### config.mk
export PLATFORM = sky130hd
export DESIGN_NAME = axis_sample_tx
export DESIGN_NICKNAME = d
export VERILOG_FILES = /design/src/rtl/axis_sample_tx.sv
export SDC_FILE = /design/constraint.sdc
export NUM_CORES = 1
export LEC_CHECK = 0
export BUFFER_PORTS_ARGS = -buffer_cell sky130_fd_sc_hd__buf_2
export CAP_MARGIN = 20
export CORE_ASPECT_RATIO = 0.7
export CORE_MARGIN = 2
export CORE_UTILIZATION = 36
export CTS_CLUSTER_DIAMETER = 100
export DETAILED_ROUTE_END_ITERATION = 10
export HOLD_SLACK_MARGIN = 0.08
export SETUP_SLACK_MARGIN = 0.2
export SLEW_MARGIN = 20
export SYNTH_ARGS = -nofsm -noshare
export SYNTH_HDL_FRONTEND = slang
export SYNTH_SLANG_ARGS = --single-unit
### constraint.sdc
create_clock -name aclk_i -period 2.9 [get_ports aclk_i]
set_clock_uncertainty 0.15 [all_clocks]
set_input_delay 0 -clock aclk_i [delete_from_list [all_inputs] [get_ports aclk_i]]
set_output_delay 0 -clock aclk_i [all_outputs]
set_load 0.02 [all_outputs]
### src/rtl/axis_sample_tx.sv
`default_nettype none
// ============================================================================
// axis_sample_tx : FIFO-buffered 16-bit sample source for an AXI-Stream rx port,
//                  framed with tlast; frame counter behind AXIS_SAMPLE_TX_FRAME_CNT_EN.
// Revision       : 1.0
// ============================================================================

module axis_sample_tx #(
    parameter int DEPTH     = 8,
    parameter int FRAME_LEN = 16
) (
    input  logic        aclk_i,
    input  logic        aresetn_i,
    input  logic        start_i,
    input  logic        stop_i,
    input  logic        in_valid_i,
    output logic        in_ready_o,
    input  logic [15:0] in_data_i,
    output logic        tx_tvalid_o,
    input  logic        tx_tready_i,
    output logic [15:0] tx_tdata_o,
    output logic        tx_tlast_o,
    output logic        busy_o
`ifdef AXIS_SAMPLE_TX_FRAME_CNT_EN
    ,
    output logic [15:0] frames_o
`endif
);

    localparam int          AW        = $clog2(DEPTH);
    localparam logic [AW:0] PTR_ONE   = {{AW{1'b0}}, 1'b1};
    localparam logic [15:0] LAST_BEAT = 16'(FRAME_LEN - 1);

    typedef enum logic [1:0] {
        S_IDLE   = 2'd0,
        S_STREAM = 2'd1,
        S_FLUSH  = 2'd2
    } state_t;

    state_t      state_q, state_d;
    logic [AW:0] wr_ptr_q, wr_ptr_d;
    logic [AW:0] rd_ptr_q, rd_ptr_d;
    logic [15:0] beat_cnt_q, beat_cnt_d;
    logic [15:0] mem_q [DEPTH];

    logic        w_empty;
    logic        w_full;
    logic        w_at_last;
    logic        w_cnt_nz;
    logic        w_push;
    logic        w_beat;
    logic        w_pop;
    logic [15:0] w_head;

    // Extra wrap bit on each pointer distinguishes full from empty.
    assign w_empty   = (wr_ptr_q == rd_ptr_q);
    assign w_full    = (wr_ptr_q[AW] != rd_ptr_q[AW]) &&
                       (wr_ptr_q[AW-1:0] == rd_ptr_q[AW-1:0]);
    assign w_at_last = (beat_cnt_q == LAST_BEAT);
    assign w_cnt_nz  = (beat_cnt_q != 16'd0);
    assign w_head    = mem_q[rd_ptr_q[AW-1:0]];

    always_comb begin
        tx_tvalid_o = 1'b0;
        in_ready_o  = 1'b0;
        case (state_q)
            S_STREAM: begin
                tx_tvalid_o = !w_empty;
                in_ready_o  = !w_full;
            end
            S_FLUSH:  tx_tvalid_o = w_cnt_nz;
            default:  tx_tvalid_o = 1'b0;
        endcase
    end

    // A flush beat with a drained FIFO carries zero padding.
    assign tx_tdata_o = (tx_tvalid_o && !w_empty) ? w_head : 16'h0000;
    assign tx_tlast_o = tx_tvalid_o && w_at_last;
    assign busy_o     = (state_q != S_IDLE);

    assign w_push = in_valid_i && in_ready_o;
    assign w_beat = tx_tvalid_o && tx_tready_i;
    assign w_pop  = w_beat && !w_empty;

    always_comb begin
        state_d    = state_q;
        wr_ptr_d   = wr_ptr_q;
        rd_ptr_d   = rd_ptr_q;
        beat_cnt_d = beat_cnt_q;

        if (w_push) begin
            wr_ptr_d = wr_ptr_q + PTR_ONE;
        end
        if (w_pop) begin
            rd_ptr_d = rd_ptr_q + PTR_ONE;
        end
        if (w_beat) begin
            beat_cnt_d = w_at_last ? 16'd0 : beat_cnt_q + 16'd1;
        end

        case (state_q)
            S_IDLE: begin
                if (start_i) begin
                    state_d = S_STREAM;
                end
            end
            S_STREAM: begin
                if (stop_i) begin
                    state_d = S_FLUSH;
                end
            end
            S_FLUSH: begin
                // Leftover samples beyond the closing frame are dropped here.
                if (!w_cnt_nz || (w_beat && w_at_last)) begin
                    state_d  = S_IDLE;
                    wr_ptr_d = '0;
                    rd_ptr_d = '0;
                end
            end
            default: state_d = S_IDLE;
        endcase
    end

    always_ff @(posedge aclk_i or negedge aresetn_i) begin
        if (!aresetn_i) begin
            state_q    <= S_IDLE;
            wr_ptr_q   <= '0;
            rd_ptr_q   <= '0;
            beat_cnt_q <= '0;
        end else begin
            state_q    <= state_d;
            wr_ptr_q   <= wr_ptr_d;
            rd_ptr_q   <= rd_ptr_d;
            beat_cnt_q <= beat_cnt_d;
        end
    end

    always_ff @(posedge aclk_i) begin
        if (w_push) begin
            mem_q[wr_ptr_q[AW-1:0]] <= in_data_i;
        end
    end

`ifdef AXIS_SAMPLE_TX_FRAME_CNT_EN
    logic [15:0] frames_q;

    always_ff @(posedge aclk_i or negedge aresetn_i) begin
        if (!aresetn_i) begin
            frames_q <= '0;
        end else if (w_beat && tx_tlast_o) begin
            frames_q <= frames_q + 16'd1;
        end
    end

    assign frames_o = frames_q;
`endif

endmodule

`default_nettype wire

# == Word level (Yosys, flattened, before mapping) ==
# Memories as Yosys holds them, arrays and structs flattened.
# Cells that the tools add are included.
# word_totals
inputBits,22
rom_bits,0
ff_bits,26
memories,1
ram_bits,128
latch_bits,0
word_cells,48
out_inout_bits,20
# mem_list
name,depth,width,rd,rd_ports_with_merged_regs,write_ports,line_no,text
mem_q,8,16,1,0,1,44,logic [15:0] mem_q [DEPTH];
# op_classes
magnitude_cmp,0
mul,0
n_div,0
reduce_logical,15
bitwise,0
addsub,3
muxes,16
n_shift,0
n_eq_ne,9
# op_table
cell,count
$mux W16,2
$mux W4,6
$add A16 B1 Y16 const B,1
$eq A16 B4 Y1 const B,1
$reduce_bool A16 Y1,1
$add A4 B1 Y4 const B,2
$logic_and A1 B1 Y1,7
$mux W2,3
$ne A2 B2 Y1 const B,3
$pmux W2 S3,1
$eq A4 B4 Y1,1
$eq A3 B3 Y1,1
$logic_not A1 Y1,3
$mux W1,3
$reduce_and A3 Y1,1
$eq A2 B1 Y1 const B,1
$eq A2 B2 Y1 const B,1
$logic_not A2 Y1,1
$pmux W1 S2,1
$reduce_bool A2 Y1,1
$logic_or A1 B1 Y1,1
$ne A1 B1 Y1,1

# == Depth between registers and ports, before layout ==
# Gate-level depths: netlist of the first run.
# depth
word_depth,8
mapped_depth,9
ltp_nobuf,7

# == Least setup slack after synthesis of the first run ==
# No wires, ideal clock.
# synth_timing
kind,flip-flop to flip-flop
startpoint,register wr_ptr_q[0]
endpoint,memory mem_q[0][0] (enable)
stages_incl_launch_ff,6
path_buffers,1
arrival_time_ns,2.464
t_required_ns,2.341
setup_ns,0.409
path_slack_ns,-0.124
path_cell_list,dfrtp_1 -> clkbuf_1 -> xor2_1 -> o41a_1 -> nand2b_1 -> nor3_1
# synth_via
elab_chain_len,7
# synth_rtl
element,line_no,text
"start, declared",41,"logic [AW:0] wr_ptr_q, wr_ptr_d;"
"start signal, assigned",132,wr_ptr_q <= wr_ptr_d;
$eq A3 B3 Y1,58,(wr_ptr_q[AW-1:0] == rd_ptr_q[AW-1:0]);
$logic_and A1 B1 Y1,57,assign w_full = (wr_ptr_q[AW] != rd_ptr_q[AW]) &&
$logic_not A1 Y1,69,in_ready_o = !w_full;
$mux W1,66,case (state_q)
$logic_and A1 B1 Y1,81,assign w_push = in_valid_i && in_ready_o;
$mux W1,139,if (w_push) begin
$mux W1 (not written as such),140,mem_q[wr_ptr_q[AW-1:0]] <= in_data_i;
"end, declared",44,
# Parallel ways exist; a longest one is shown, timed or not.

# == Worst setup path after layout of the first run ==
# layout_timing
startpoint,register beat_cnt_q[13]
endpoint,output tx_tdata_o[0]
# layout_via
elab_chain_len,4
# layout_rtl
element,line_no,text
"start, declared",43,"logic [15:0] beat_cnt_q, beat_cnt_d;"
"start signal, assigned",134,beat_cnt_q <= beat_cnt_d;
$reduce_bool A16 Y1,60,assign w_cnt_nz = (beat_cnt_q != 16'd0);
$pmux W1 S2,66,
$logic_and A1 B1 Y1,77,assign tx_tdata_o = (tx_tvalid_o && !w_empty) ? w_head : 16'h0000;
$mux W16,77,
"end, declared",21,"output logic [15:0] tx_tdata_o,"
# Every way passes these cells.

==> results.sh, run 1 <==
export IMPL_status="completed"
export IMPL_clk_path_buf_depth=2
export IMPL_synth_avg_cell_area_sq_um=16.90
export IMPL_root_buffer="clkbuf_16"
export IMPL_worst_hold_path_type="in -> reg"
export IMPL_rr_worst_depth=6
export IMPL_htree_num_levels=4
export IMPL_gr_total_overflow=0
export IMPL_syn_inst=382
export IMPL_initial_core_util_pct=37.17
export IMPL_fmax_mhz=380.3
export IMPL_syn_num_nets=413
export IMPL_place_hpwl_um=7710
export IMPL_finalHoldViolations=0
export IMPL_drive_above_1_share_pct=30.90
export IMPL_antenna_left=0
export IMPL_yosys_area_share_simple_pct=7.463
export IMPL_grt_total_usage_pct=15.07
export IMPL_cts_sinks=154
export IMPL_synth_cell_area_sq_um=6455
export IMPL_fin_setup_tns_ps=0
export IMPL_numCtsBuffers=17
export IMPL_drc=0
export IMPL_synth_mux_area_share_pct=12.00
export IMPL_ys_seq_area_share_pct=69.63
export IMPL_place_area_sq_um=6995
export IMPL_drtIter0Drc=251
export IMPL_gp_congestion=0.7113
export IMPL_tightest_slew_ps=835.5
export IMPL_cts_tree="yes"
export IMPL_setup_viol=0
export IMPL_dp_cells=652
export IMPL_maxSlewViolCount=0
export IMPL_end_kind="primary output"
export IMPL_n_antenna_cell=0
export IMPL_syn_to_final_growth_pct=22.54
export IMPL_dieHeight_um=116.0
export IMPL_rows=40
export IMPL_ir_drop_mv=0.3545
export IMPL_min_period_ps=2629
export IMPL_grt_pass1_vias=3736
export IMPL_async_reset_ff_share_pct=16.88
export IMPL_final_period_utilization_pct=90.67
export IMPL_ys_warn_count=0
export IMPL_fin_area_sq_um=7910
export IMPL_fin_nets=497
export IMPL_p_leak_uw=0.002848
export IMPL_yosys_area_share_adder_pct=1.745
export IMPL_routed_wl_um=13060
export IMPL_rsz0062_at_grt="yes"
export IMPL_ys_ff_latch=154
export IMPL_drv_cap=0
export IMPL_portBuffers=41
export IMPL_clk_latency_ps=420
export IMPL_ioPinCount=42
export IMPL_power_density_nw_per_um2=936.0
export IMPL_synth_edf_count=128
export IMPL_required_ps=2750
export IMPL_clk_pin_slew_ps=60
export IMPL_antenna_found_initial=0
export IMPL_startpoint_type="flip-flop"
export IMPL_grt_pass1_wl_um=20690
export IMPL_slew_headroom_pct=44.24
export IMPL_die_w_um=164.0
export IMPL_path_max_fanout=8
export IMPL_routed_via_density=5.021
export IMPL_hold_path_depth=6
export IMPL_crit_type="reg -> out"
export IMPL_stdcell_count=710
export IMPL_vias=3565
export IMPL_synthXorXnorAreaFrac_pct=3.121
export IMPL_hold_slack_ps=135.3
export IMPL_fillers=1456
export IMPL_synth_top_family_by_area="multiplexers"
export IMPL_die_area_sq_um=19030
export IMPL_first_pass_iters=4
export IMPL_synth_compound_area_share_pct=4.187
export IMPL_wl_per_cell_um=18.40
export IMPL_coreArea_sq_um=17370
export IMPL_arrival_ps=2480
export IMPL_synthFlopType="edfxtp_1"
export IMPL_ys_types=44
export IMPL_grt_max_degree=36
-- sequential cells by signal (all words and copies together) (netlist names) --
signal and flops:
beat_cnt_q 16, mem_q 128, rd_ptr_q 4, state_q 2, wr_ptr_q 4
-- worst paths after layout --
| kind | slack [ps] | startpoint | end |
|---|---|---|---|
| setup / recovery | 270 | beat_cnt_q[13] | tx_tdata_o[0] |
| hold / removal | 140 | in_valid_i | wr_ptr_q[3] |
| setup reg to reg | 440 | beat_cnt_q[13] | beat_cnt_q[4] |
| hold reg to reg | 350 | beat_cnt_q[15] | beat_cnt_q[15] |
| max in group asynchronous | 1980 | aresetn_i | rd_ptr_q[0] |
| min in group asynchronous | 440 | aresetn_i | beat_cnt_q[5] |
-- metal layers --
metal | vias to the layer above | track usage [%] | part of all wire, %
met3 | 15 | 3.937 | 3.9
met5 | - | 0 | 0
met4 | 0 | 5.380 | 1.2
met1 | 1848 | 19.89 | 46
met2 | 68 | 24.43 | 49
li1 | 1634 | - | -
-- cells by family after synthesis --
family / Yosys count
AOI/OAI and AO/OA: 32
xor gates and xnor gates: 23
adders and majority gates: 9
buffers and inverters: 26
DFF: 154
muxes: 37
and+or+nand+nor: 101
-- cell type report --
class                      count  area [sq um]  share of cell area [%]
sequential                   154          4496                   56.83
multi-input combinational    202          1886                   23.84
timing repair buffer          81         603.1                   7.624
clock buffer                  18         429.2                   5.426
tap                          231         289.0                   3.654
clock inverter                14         170.2                   2.151
inverter                      10         37.54                  0.4745
-- what timing repair did --
item                                    4_1_cts  5_1_grt
pin swaps                                     2        0
buffers inserted                              3        0
gates cloned                                  1        0
hold buffers                                 22        0
resized for setup                             5        2
endpoints found under the setup margin       16       16
endpoints found under the hold margin       171        0
-- placed cells by master (no fill, tap or decap), types with 2 or more instances in the layout --
master	instances
nand4_1	8
nor3_2	2
or4_4	3
buf_12	2
inv_1	9
and2_1	2
dlygate4sd3_1	21
clkbuf_16	17
nand2b_1	4
bufinv_16	3
mux4_2	32
xnor2_1	14
a21oi_2	10
nand2_1	41
buf_2	41
inv_6	4
mux2i_1	2
dfrtp_1	25
a21oi_1	8
nand3_1	7
and3_1	6
nor3_1	4
clkinv_2	2
clkinvlp_4	3
nor2_1	19
mux2_2	2
buf_4	16
o21ai_0	3
clkinv_1	2
xor2_1	8
edfxtp_1	128
ha_1	9
-- Yosys cell counts (2+ instances only) --
library cell	instances	area, sq um
nor2_1	19	71.32
nor3_1	6	30.03
a21oi_1	8	40.04
mux2i_1	2	20.02
xnor2_1	14	122.6
or4_4	2	22.52
nand4_1	8	50.05
inv_1	9	33.78
nand2_1	41	153.9
and3_1	6	37.54
a21oi_2	10	87.58
edfxtp_1	128	3844
xor2_1	9	78.83
dfrtp_1	26	650.6
mux4_2	32	720.7
nand3_1	7	35.03
and2_1	2	12.51
clkbuf_1	7	26.28
o21ai_0	3	15.01
ha_1	9	112.6
nand2b_1	5	31.28
buf_2	6	30.03
mux2_2	2	22.52
-- critical path, stage by stage, from the launching register on --
cell,delay [ps]
dfrtp_1,400
or4_4,570
o41ai_4,440
a21boi_4,110
nand2b_4,150
buf_12,150
a21oi_1,70
buf_2,170
-- power by group --
group          internal (uW)  total (uW)  leakage [uW]  switching, uW
Sequential              2610        2740       0.00150            132
Combinational           1040        2430       0.00107           1390
Clock                   1360        2230      0.000285            873
Total                   5010        7400       0.00285           2390
-- stage by stage --
step,util [%],setup slack (ps),power [uW]
4_1_cts,45.47,251.5,7470
3_3_place_gp,40.28,436.1,4993
3_5_place_dp,40.28,383.6,5056
2_1_floorplan,-,266.7,4407
6_report,45.55,270.6,7404
5_1_grt,45.55,199.1,7795
(Power assumes the default switching activity.)
==> inputs of run 2 (changes only) <==
--- a/config.mk
+++ b/config.mk
@@ -5,13 +5,13 @@
 export SDC_FILE = /design/constraint.sdc
 export NUM_CORES = 1
 export LEC_CHECK = 0
-export BUFFER_PORTS_ARGS = -buffer_cell sky130_fd_sc_hd__buf_2
 export CAP_MARGIN = 20
 export CORE_ASPECT_RATIO = 0.7
 export CORE_MARGIN = 2
 export CORE_UTILIZATION = 36
 export CTS_CLUSTER_DIAMETER = 100
 export DETAILED_ROUTE_END_ITERATION = 10
+export DONT_BUFFER_PORTS = 1
 export HOLD_SLACK_MARGIN = 0.08
 export SETUP_SLACK_MARGIN = 0.2
 export SLEW_MARGIN = 20
==> run 2 against run 1 <==
Compared with the run above:
- combinational power rose by 2%
- largest cell class unchanged
- first-iteration DRC count fell by 6.0%
- non-clock buffer count fell by 21
==> results.sh, run 2 (synthesis gave the netlist of run 1 again) <==
export IMPL_grt_max_degree=36
export IMPL_drv_cap=0
export IMPL_coreArea_sq_um=17370
export IMPL_final_period_utilization_pct=89.50
export IMPL_dieHeight_um=116.0
export IMPL_ioPinCount=42
export IMPL_worst_hold_path_type="in -> reg"
export IMPL_path_max_fanout=9
export IMPL_largest_register_ffs=128
export IMPL_clk_pin_slew_ps=60
export IMPL_worstPathBufferInverterCount=4
export IMPL_finalPower_uw=7284
export IMPL_syn_to_final_growth_pct=21.24
export IMPL_clk_latency_ps=420
export IMPL_maxSlewViolCount=0
export IMPL_drtIter0Drc=236
export IMPL_fin_setup_tns_ps=0
export IMPL_fin_nets=476
export IMPL_p_seq_share_pct=37.9
export IMPL_slew_headroom_pct=50.78
export IMPL_cp_slowest_cell="dfrtp_2"
export IMPL_layout_common_cells="edfxtp_1, nand2_1, buf_4"
export IMPL_portBuffers=0
export IMPL_cts_sinks=154
export IMPL_grt_pass1_vias=3479
export IMPL_crit_top_cell="buf_4"
export IMPL_layout_commonest_cell="edfxtp_1"
export IMPL_startpoint_type="flip-flop"
export IMPL_die_w_um=164.0
export IMPL_p_leak_uw=0.002733
export IMPL_clk_path_buf_depth=2
export IMPL_vias=3421
export IMPL_min_period_ps=2595
export IMPL_antenna_left=0
export IMPL_finalHoldViolations=0
export IMPL_setup_viol=0
export IMPL_gp_congestion=0.7630
export IMPL_die_area_sq_um=19030
export IMPL_arrival_ps=2450
export IMPL_drc=0
export IMPL_gr_total_overflow=0
export IMPL_crit_type="reg -> out"
export IMPL_wl_per_cell_um=18.93
export IMPL_routed_wl_um=13040
export IMPL_clkPwrFrac_pct=28.2
export IMPL_place_hpwl_um=7755
export IMPL_cts_tree="yes"
export IMPL_crit_family="buffers and inverters"
export IMPL_slowest_delay_ps=470
export IMPL_power_density_nw_per_um2=930.7
export IMPL_root_buffer="clkbuf_16"
export IMPL_grt_total_usage_pct=14.66
export IMPL_p_switching_uw=2371
export IMPL_first_pass_iters=4
export IMPL_rows=40
export IMPL_internal_power_uw=4913
export IMPL_crit_chain="xor2_1, buf_4, o41ai_2, buf_4, a21boi_2, nand2b_4, clkbuf_16, buf_4, a21oi_2"
export IMPL_antenna_found_initial=0
export IMPL_grt_pass1_wl_um=20090
export IMPL_end_kind="primary output"
export IMPL_tightest_slew_ps=733.8
export IMPL_routed_via_density=4.965
export IMPL_fmax_mhz=385.3
export IMPL_fillers=1484
export IMPL_ir_drop_mv=0.3853
export IMPL_status="completed"
export IMPL_initial_core_util_pct=37.17
export IMPL_combPwrFrac_pct=33.9
export IMPL_n_antenna_cell=0
export IMPL_switching_share_pct=32.55
export IMPL_drive_above_1_share_pct=27.95
export IMPL_numCtsBuffers=17
export IMPL_rsz0062_at_grt="yes"
export IMPL_htree_num_levels=4
export IMPL_required_ps=2750
==> run 2: cell type report <==
type,instances,area (sq um),area share [%]
Clock inverter,13,116.4,1.487
Multi-Input combinational cell,202,1877,23.98
Tap cell,231,289.0,3.693
Clock buffer,19,432.9,5.532
Sequential cell,154,4497,57.46
Timing Repair Buffer,60,573.1,7.322
Inverter,10,41.29,0.5276
==> run 2: per-stage QoR <==
stage               hold WS, ps  setup WS [ps]  utilization, %  instance area [sq um]  instances
floorplan                -445.6          266.7               -                   6465        382
global placement         -444.6          421.1           39.46                   6853        621
detailed placement       -444.7          320.1           39.46                   6853        621
CTS                       243.8          219.4           44.27                   7689        678
global route              273.4          183.0           45.06                   7826        689
finish                    261.6          304.5           45.06                   7826        689
==> run 2: path summary, 6_finish.rpt <==
check / slack, ps / from / endpoint / depth (start not counted)
max in group asynchronous: 1920 / aresetn_i / rd_ptr_q[0] / 4
min in group asynchronous: 500 / aresetn_i / beat_cnt_q[0] / 4
worst min-delay path: 260 / in_data_i[5] / mem_q[2][5] / 1
worst min register to register: 330 / beat_cnt_q[15] / beat_cnt_q[15] / 1
worst max register to register: 380 / beat_cnt_q[1] / beat_cnt_q[4] / 9
worst max-delay path: 300 / wr_ptr_q[0] / tx_tdata_o[5] / 9
==> run 2: power by group through the flow <==
stage	Sequential (uW)	Combinational (uW)	Clock [uW]
after floorplan	2740	1670	0
after global placement	2790	2110	0
after detailed placement	2800	2130	0
after CTS	2750	2260	2100
after global routing	2780	2710	2200
final	2760	2470	2050
==> run 2: what timing repair did <==
| action | in CTS | in global routing |
|---|---|---|
| setup endpoints to repair | 16 | 23 |
| pin swaps | 1 | 2 |
| endpoints found under the hold margin | 178 | 0 |
| gates resized for setup | 4 | 7 |
| setup buffers | 1 | 10 |
| hold buffers | 24 | 0 |
| cloned | 0 | 1 |
==> run 2: layer usage <==
metal | vias up | wire length, um | GRT usage (%)
met1 | 1731 | 5913 | 20.17
met4 | 0 | 80 | 4.737
li1 | 1595 | - | -
met5 | - | 0 | 0
met3 | 5 | 788 | 4.009
met2 | 90 | 6261 | 22.86
